$ cat src/rtl/multiplicador_seq.sv
// Sequential shift-and-add multiplier, WIDTH_A x WIDTH_B, signed or unsigned.
// A single WIDTH_A+1 bit adder is reused for WIDTH_B cycles; sign is handled as sign-magnitude.
module multiplicador_seq #(
  parameter int WIDTH_A = 5,
  parameter int WIDTH_B = 5
) (
  input  logic                       clk,
  input  logic                       rst_n,
  input  logic                       start,
  input  logic                       signed_mode,
  input  logic [WIDTH_A-1:0]         a,
  input  logic [WIDTH_B-1:0]         b,
  output logic                       busy,
  output logic                       done,
  output logic [WIDTH_A+WIDTH_B-1:0] product
);

  localparam int PW = WIDTH_A + WIDTH_B;
  localparam int CW = (WIDTH_B > 2) ? $clog2(WIDTH_B) : 1;
  localparam logic [CW-1:0] LAST = CW'(WIDTH_B - 1);

  typedef enum logic [1:0] {IDLE, CALC, FIX} state_t;

  state_t               state;
  logic [WIDTH_A-1:0]   mcand;
  logic [WIDTH_A-1:0]   acc;
  logic [WIDTH_B-1:0]   mreg;
  logic                 neg;
  logic [CW-1:0]        cnt;
  logic [WIDTH_A:0]     sum;

  // Magnitude of a two's-complement operand; the most-negative value maps to 2^(W-1).
  function automatic logic [WIDTH_A-1:0] mag_a(input logic [WIDTH_A-1:0] v, input logic sm);
    return (sm && v[WIDTH_A-1]) ? (~v + 1'b1) : v;
  endfunction

  function automatic logic [WIDTH_B-1:0] mag_b(input logic [WIDTH_B-1:0] v, input logic sm);
    return (sm && v[WIDTH_B-1]) ? (~v + 1'b1) : v;
  endfunction

  function automatic logic [PW-1:0] apply_sign(input logic [PW-1:0] v, input logic n);
    return n ? (~v + 1'b1) : v;
  endfunction

  // Partial-product add into the upper half, carry kept in the extra bit.
  always_comb begin
    sum = {1'b0, acc} + (mreg[0] ? {1'b0, mcand} : '0);
  end

  always_ff @(posedge clk or negedge rst_n) begin
    if (!rst_n) begin
      state   <= IDLE;
      busy    <= 1'b0;
      done    <= 1'b0;
      product <= '0;
      mcand   <= '0;
      acc     <= '0;
      mreg    <= '0;
      neg     <= 1'b0;
      cnt     <= '0;
    end else begin
      case (state)
        IDLE: begin
          done <= 1'b0;
          if (start) begin
            mcand <= mag_a(a, signed_mode);
            mreg  <= mag_b(b, signed_mode);
            neg   <= signed_mode & (a[WIDTH_A-1] ^ b[WIDTH_B-1]);
            acc   <= '0;
            cnt   <= '0;
            busy  <= 1'b1;
            state <= CALC;
          end
        end
        CALC: begin
          // Shift {carry, acc, mreg} right: product bits migrate into mreg as it drains.
          acc  <= sum[WIDTH_A:1];
          mreg <= {sum[0], mreg[WIDTH_B-1:1]};
          cnt  <= cnt + 1'b1;
          if (cnt == LAST) begin
            state <= FIX;
          end
        end
        FIX: begin
          product <= apply_sign({acc, mreg}, neg);
          done    <= 1'b1;
          busy    <= 1'b0;
          state   <= IDLE;
        end
        default: begin
          state <= IDLE;
          busy  <= 1'b0;
          done  <= 1'b0;
        end
      endcase
    end
  end

endmodule

$ cat config.mk
export PLATFORM = sky130hd
export DESIGN_NAME = multiplicador_seq
export DESIGN_NICKNAME = d
export VERILOG_FILES = /design/src/rtl/multiplicador_seq.sv
export SDC_FILE = /design/constraint.sdc
export NUM_CORES = 1
export LEC_CHECK = 0
export CAP_MARGIN = 20
export CORE_MARGIN = 3
export CORE_UTILIZATION = 25
export CTS_CLUSTER_DIAMETER = 40
export DETAILED_ROUTE_END_ITERATION = 16
export DONT_BUFFER_PORTS = 1
export PLACE_DENSITY_LB_ADDON = 0.15
export SYNTH_ARGS = -nofsm -noshare
export SYNTH_HDL_FRONTEND = slang
export SYNTH_SLANG_ARGS = --single-unit
$ cat constraint.sdc
create_clock -name clk -period 2.67 [get_ports clk]
set_input_delay 0.1335 -clock clk [delete_from_list [all_inputs] [get_ports clk]]
set_output_delay 0.1335 -clock clk [all_outputs]
set_load 0.03 [all_outputs]
After elaboration in Yosys (flattened, before gate mapping)
Cells that the tools add are included.
{ "totals": {"register_bits": 33, "input_bits": 14, "output_inout_bits": 12, "elab_cells": 49} }
{ "op_classes": {"add_sub_neg": 5, "eq_ne": 5, "n_mux": 16, "bitwise": 6, "reduce_logical": 8} }
{ "op_table": {"columns": ["operator", "count"], "rows": [
  ["two-way mux 5 bit", 5],
  ["one-hot mux 5 bit (2 select lines)", 2],
  ["adder 10 x 1 -> 10 bit, second input constant", 1],
  ["adder 5 x 1 -> 5 bit, second input constant", 2],
  ["two-way mux 10 bit", 1],
  ["inverter 10 bit", 1],
  ["inverter 5 bit", 2],
  ["AND reduction 2 bit", 4],
  ["adder 5 x 5 -> 6 bit", 1],
  ["one-hot mux 3 bit (2 select lines)", 1],
  ["two-way mux 2 bit", 2],
  ["!= test 2 bit, second input constant", 2],
  ["one-hot mux 1 bit (2 select lines)", 2],
  ["one-hot mux 2 bit (2 select lines)", 1],
  ["adder 3 x 1 -> 3 bit, second input constant", 1],
  ["== test 3 bit, second input constant", 1],
  ["two-way mux 3 bit", 1],
  ["== test 2 x 1 -> 1 bit, second input constant", 1],
  ["== test 2 bit, second input constant", 1],
  ["logical AND 1 bit", 2],
  ["zero test 2 bit", 1],
  ["nonzero test 2 bit", 1],
  ["AND 1 bit", 1],
  ["two-way mux 1 bit", 1],
  ["2 further kinds", 2]
]} }

Logic depth before layout (Yosys ltp)
Gate-level depths: netlist of run 1.
{ "logic_depth": {"depth_word": 5, "depth_mapped": 8, "mapped_depth_nobuf": 7} }

Least setup slack after synthesis of run 1
No wires, ideal clock.
{ "synth_path": {"kind": "register to register", "startpoint": "register mreg[0]", "endpoint": "register acc[3]", "setup_time_ps": 121, "arrival_ps": 1783, "required_time_ps": 2549, "slack_ps": 766, "path_stages_with_launch": 9, "n_path_buf": 1, "period_less_slack_ps": 1904, "cell_sequence": "dfrtp_1 clkbuf_2 and2_1 ha_1 fa_1 a21o_1 a21oi_1 xnor2_1 a22o_1"} }
{ "synth_via": {"elab_chain_cells": 3} }
{ "synth_rtl": {"columns": ["element", "line", "text"], "rows": [
  ["start, declared", "27", "logic [WIDTH_B-1:0] mreg;"],
  ["start signal, assigned", "67", "mreg <= mag_b(b, signed_mode);"],
  ["start signal, assigned", "78", "mreg <= {sum[0], mreg[WIDTH_B-1:1]};"],
  ["two-way mux 5 bit", "47", "sum = {1'b0, acc} + (mreg[0] ? {1'b0, mcand} : '0);"],
  ["adder 5 x 5 -> 6 bit", "47", null],
  ["one-hot mux 5 bit (2 select lines)", "62", "case (state)"],
  ["end signal, assigned", "77", "acc <= sum[WIDTH_A:1];"],
  ["end, declared", "26", "logic [WIDTH_A-1:0] acc;"]
]} }
Every way passes these cells.
A chain may end at the register's enable or synchronous reset.

Worst setup path in the final report of run 1
Same ends and word-level chain as after synthesis.

==> results.json, run 1 <==
{
  "slew_headroom": 0.582,
  "multi_input_area_um2": 923,
  "muxShareOfSynthArea": 0.0227,
  "fin_nets": 216,
  "tightest_slew_ps": 627,
  "hp-class": "primary input to flip-flop",
  "fin_crit_ps": 1980,
  "switching_share": 0.406,
  "ys_seq_elements": 33,
  "antenna_found_initial": 0,
  "via_count": 1243,
  "register_area_um2": 826,
  "vdd_drop_max_mv": 0.322,
  "drc": 0,
  "track_usage": 0.0999,
  "gr-total-overflow": 0,
  "die_h_um": 91.3,
  "wl_mm": 3.86,
  "vias_per_cell": 4.32,
  "grt_pass1_wl_mm": 6.49,
  "dp_hpwl_mm": 2.87,
  "finalCritPeriodShare": 0.741,
  "die_area_um2": 8340,
  "fin_setup_tns_ps": 0,
  "p_leak_nw": 0.955,
  "area_growth_pct": 14.4,
  "coreArea_um2": 6910,
  "clk_latency_ps": 290,
  "rsz0062_at_grt": "false",
  "die_w_um": 91.3,
  "cts_buffers": 5,
  "cp-end-kind": "flip-flop",
  "synth_nets": 212,
  "max_freq_ghz": 0.506,
  "setup_violations": 0,
  "whs_ps": 32.9,
  "finClkSkew_ps": 7.24,
  "syn_area_um2": 1820,
  "grt_max_degree": 34,
  "post-cts-setup-buffer-count": 0,
  "seqPwrFrac": 0.458,
  "synth_xor_area_frac": 0.0770,
  "cts_htree_levels": 2,
  "syn_avg_cell_area_um2": 9.73,
  "io_pins": 26,
  "cts_hold_buf": 3,
  "p_int_mw": 1.42,
  "ys_warn_count": 0,
  "path_max_fanout": 10,
  "p_per_area_nw_per_um2": 1150,
  "comb_power_share": 0.335,
  "drive_gt1_frac": 0.0833,
  "crit_type": "flip-flop to flip-flop",
  "dr.pass1.iters": 4,
  "wire_per_inst_um": 13.4,
  "synth_flop_cell": "dfrtp_1",
  "clock-root-buffer": "clkbuf_8",
  "synth_cell_types": 38,
  "switchingPower_uw": 970,
  "outcome": "finished, final reports clean",
  "synthAdderAreaFrac": 0.0798,
  "io_buffers": 0,
  "antenna_cells": 0,
  "clock_path_buffers": 2,
  "clkSlewWorstSetupHoldPaths_ps": 70,
  "drtIter0Drc": 43,
  "maxCapViolations": 0,
  "cts_resized": 0,
  "place.gp.congestion": 0.752,
  "synth_top_family_by_area": "compound AO/OA/AOI/OAI gates",
  "hold_viol": 0,
  "cp.required_ps": 2860,
  "cp_data_arrival_time_ps": 2160,
  "synth_compound_area_frac": 0.179,
  "slew_violations": 0,
  "synthArstFlopShare": 1.00,
  "synth_edf_count": 0,
  "start_util": 0.263,
  "rows": 30,
  "fill_cells": 766,
  "cts_num_sinks": 33,
  "setup.worst_path.start_class": "flip-flop",
  "grt_pass1_vias": 1279,
  "yosys.area_share.simple": 0.149,
  "cts_tree": "built",
  "postRouteAntennaNets": 0,
  "yosysSeqAreaShare": 0.454,
  "syn_inst": 187,
  "p_clk_frac": 0.207
}
## worst max-delay path: stages (launching register included)
cell     delay, ps
dfrtp_1        480
and2_1         180
ha_1           200
fa_1           400
a21o_1         170
a21oi_1        170
xnor2_1         80
a22o_1         190
## Yosys cell counts, drive strengths merged, types with 3 or more instances
library cell	instances	area, µm²
xor2	11	96.3
a22o	5	43.8
nand2	29	109
mux2i	3	30.0
clkbuf	8	31.3
and2	5	31.3
a21oi	7	35.0
dfrtp	33	826
xnor2	5	43.8
o21ai	19	95.1
nor2	11	41.3
ha	10	125
inv	9	33.8
## final cells by class
type                    instances  share of cell area
multi-input cells             136               0.444
flip-flops and latches         33               0.397
well taps                      96              0.0577
clock buffers                   7              0.0415
repair buffers                  6              0.0300
inverters                       9              0.0162
clock inverters                 1              0.0144
## sequential cells by signal, indices dropped and copies added (netlist names)
| name | count |
|---|---|
| done | 1 |
| state | 2 |
| product | 10 |
| cnt | 3 |
| neg | 1 |
| mreg | 5 |
| busy | 1 |
| acc | 5 |
| mcand | 5 |
## per-stage QoR
stage               std cells   util  power, mW  instance area (µm²)  setup WS (ps)
global placement          277  0.279       1.90                 1930            729
CTS                       288  0.301       2.43                 2080            680
finish                    288  0.301       2.39                 2080            692
global route              288  0.301       2.60                 2080            586
floorplan                 187      -       1.69                 1820            766
detailed placement        277  0.279       1.91                 1930            687
## power by group through the flow
stage / sequential, mW / combinational, mW / clock, mW
CTS: 1.10 / 0.820 / 0.512
finish: 1.09 / 0.801 / 0.494
global route: 1.14 / 0.932 / 0.532
global placement: 1.11 / 0.796 / 0
floorplan: 0.985 / 0.707 / 0
detailed placement: 1.11 / 0.801 / 0
## per-layer routing
layer | part of all wire | up-vias | track usage
met4 | 0.017 | 0 | 0.0339
met1 | 0.53 | 556 | 0.139
li1 | - | 653 | -
met5 | 0 | - | 0
met2 | 0.40 | 28 | 0.140
met3 | 0.052 | 6 | 0.0398
## cell usage in the layout (no fill, tap or decap), drive strengths merged, types with 3 or more instances in the layout
cell type,synthesis,layout
a21oi,7,7
xor2,11,11
a22o,5,5
o21ai,19,19
dfrtp,33,33
xnor2,5,5
nand2,29,29
clkbuf,8,7
mux2i,3,3
nor2,11,11
buf,1,4
and2,5,5
inv,9,9
ha,10,10
## logic make-up (layout without fill, tap and decap cells)
kind of cell               count (synthesis)  after routing
and+or+nand+nor                           57             57
AOI/OAI and AO/OA                         48             48
DFF                                       33             33
buffers and inverters                     18             23
xor gates and xnor gates                  16             16
adders and majority gates                 11             11
muxes                                      4              4
## path summary, 6_finish.rpt
check / start / to / slack (ps) / depth (start not counted)
worst max-delay path: mreg[0] / acc[3] / 690 / 7
worst min-delay path: a[0] / mcand[0] / 30 / 2
worst max register to register: mreg[0] / acc[3] / 690 / 7
worst min register to register: mcand[4] / mcand[4] / 480 / 1
max in group asynchronous: rst_n / mreg[2] / 2200 / 2
min in group asynchronous: rst_n / product[7] / 290 / 2
Power figures use the tool's default switching activity.
==> inputs of run 2 (changes only) <==
==> constraint.sdc (replaced) <==
create_clock -name clk -period 1.65 [get_ports clk]
set_input_delay 0.0825 -clock clk [delete_from_list [all_inputs] [get_ports clk]]
set_output_delay 0.0825 -clock clk [all_outputs]
set_load 0.03 [all_outputs]
==> results.json, run 2 (synthesis gave the netlist of run 1 again) <==
{
  "drtIter0Drc": 30,
  "io_buffers": 0,
  "dp_slack_ps": -121,
  "finalCritPeriodShare": 1.10,
  "p_per_area_nw_per_um2": 1850,
  "setup.worst_path.start_class": "flip-flop",
  "finClkSkew_ps": 4.27,
  "whs_ps": 2.87,
  "fin_crit_ps": 1810,
  "fill_cells": 722,
  "final_cell_mix": "dfrtp_1, nand2_1, buf_4",
  "fin_util": 0.343,
  "path_max_fanout": 5,
  "place.gp.congestion": 0.747,
  "antenna_found_initial": 0,
  "tightest_slew_ps": 528,
  "cp.required_ps": 1820,
  "gr-total-overflow": 0,
  "p_leak_nw": 1.07,
  "wire_per_inst_um": 13.3,
  "cp_data_arrival_time_ps": 1980,
  "outcome": "complete, but fails checks",
  "clock-root-buffer": "clkbuf_8",
  "cts_num_sinks": 33,
  "cts_htree_levels": 2,
  "fin_nets": 241,
  "regMostFlops": "product",
  "setup_violations": 6,
  "die_area_um2": 8340,
  "worstHoldEndpoint": "neg",
  "io_pins": 26,
  "die_w_um": 91.3,
  "slew_headroom": 0.647,
  "reg2reg_from": "mreg[0]",
  "dp_hpwl_mm": 3.06,
  "cts_tree": "built",
  "finalPower_mw": 4.38,
  "place_inst": 296,
  "hp-class": "primary input to flip-flop",
  "vdd_drop_max_mv": 0.426,
  "reg2reg_slack_ps": -160,
  "rows": 30,
  "wl_mm": 4.16,
  "vias_per_cell": 4.40,
  "clkSlewWorstSetupHoldPaths_ps": 70,
  "track_usage": 0.103,
  "r2r_cells": 7,
  "via_count": 1372,
  "crit_type": "flip-flop to flip-flop",
  "maxCapViolations": 0,
  "postRouteAntennaNets": 0,
  "drc": 0,
  "area_growth_pct": 30.1,
  "placed_cell_area_um2": 2090,
  "die_h_um": 91.3,
  "largest_reg_flops": 10,
  "design_area_um2": 2370,
  "cp-end-kind": "flip-flop",
  "clock_path_buffers": 2,
  "slew_violations": 0,
  "violations": "setup timing",
  "grt_pass1_wl_mm": 6.86,
  "rsz0062_at_grt": "true",
  "antenna_cells": 0,
  "hp-start": "a[4]",
  "hold_viol": 0,
  "fin_cells": 312,
  "grt_max_degree": 34,
  "reg2reg_to": "acc[3]",
  "layout_setup_ws_ps": -158,
  "clk_latency_ps": 280,
  "dr.pass1.iters": 4,
  "coreArea_um2": 6910,
  "start_util": 0.263,
  "drive_gt1_frac": 0.259,
  "max_freq_ghz": 0.553,
  "fin_setup_tns_ps": -453,
  "cts_buffers": 5,
  "final_common_cell": "dfrtp_1",
  "grt_pass1_vias": 1368,
  "holdPathStages": 3
}
==> run 2: timing repair <==
action / in CTS / in global routing
endpoints found under the setup margin: 7 / 7
hold buffers: 5 / 0
gates resized for setup: 3 / 18
hold endpoints to repair: 36 / 0
setup buffers: 1 / 4
pin swaps: 5 / 17
==> run 2: power breakdown <==
group	total, mW	leakage (nW)	switching [mW]	internal [mW]
sequential	1.64	0.416	0.495	1.15
combinational	2.11	0.611	0.988	1.12
clock	0.630	0.0443	0.298	0.331
total	4.38	1.07	1.78	2.60
==> run 2: cell type report <==
class                           instances  area, µm²  area share
Inverter                                9       33.8      0.0143
Multi-Input combinational cell        136       1040       0.438
Timing Repair Buffer                   31        263       0.111
Clock buffer                            7       86.3      0.0365
Sequential cell                        33        827       0.349
Tap cell                               96        120      0.0507
==> run 2: metal layers <==
metal  global-route usage  routed length, µm  vias to the layer above
met2                0.158               1840                       25
met1                0.140               2120                      639
li1                     -                  -                      703
met5                    0                  0                        -
met4               0.0339                 51                        0
met3               0.0298                157                        5
==> run 2: worst max-delay path, stage by stage, from the launching register on <==
cell and delay, ps:
dfrtp_2 450, and2_4 160, ha_4 160, fa_2 380, a21o_1 190, a21oi_2 120
xnor2_1 70, a22o_1 170
==> run 2: how the worst max path moves through the flow <==
stage,from,endpoint,slack (ps),cells past startpoint
finish,mreg[0],acc[3],-160,7
global route,mreg[0],acc[3],-200,7
CTS,mreg[0],product[8],-110,6
detailed placement,mreg[0],acc[3],-120,7
global placement,mreg[0],acc[3],-90,7
floorplan,mreg[0],acc[3],-150,8
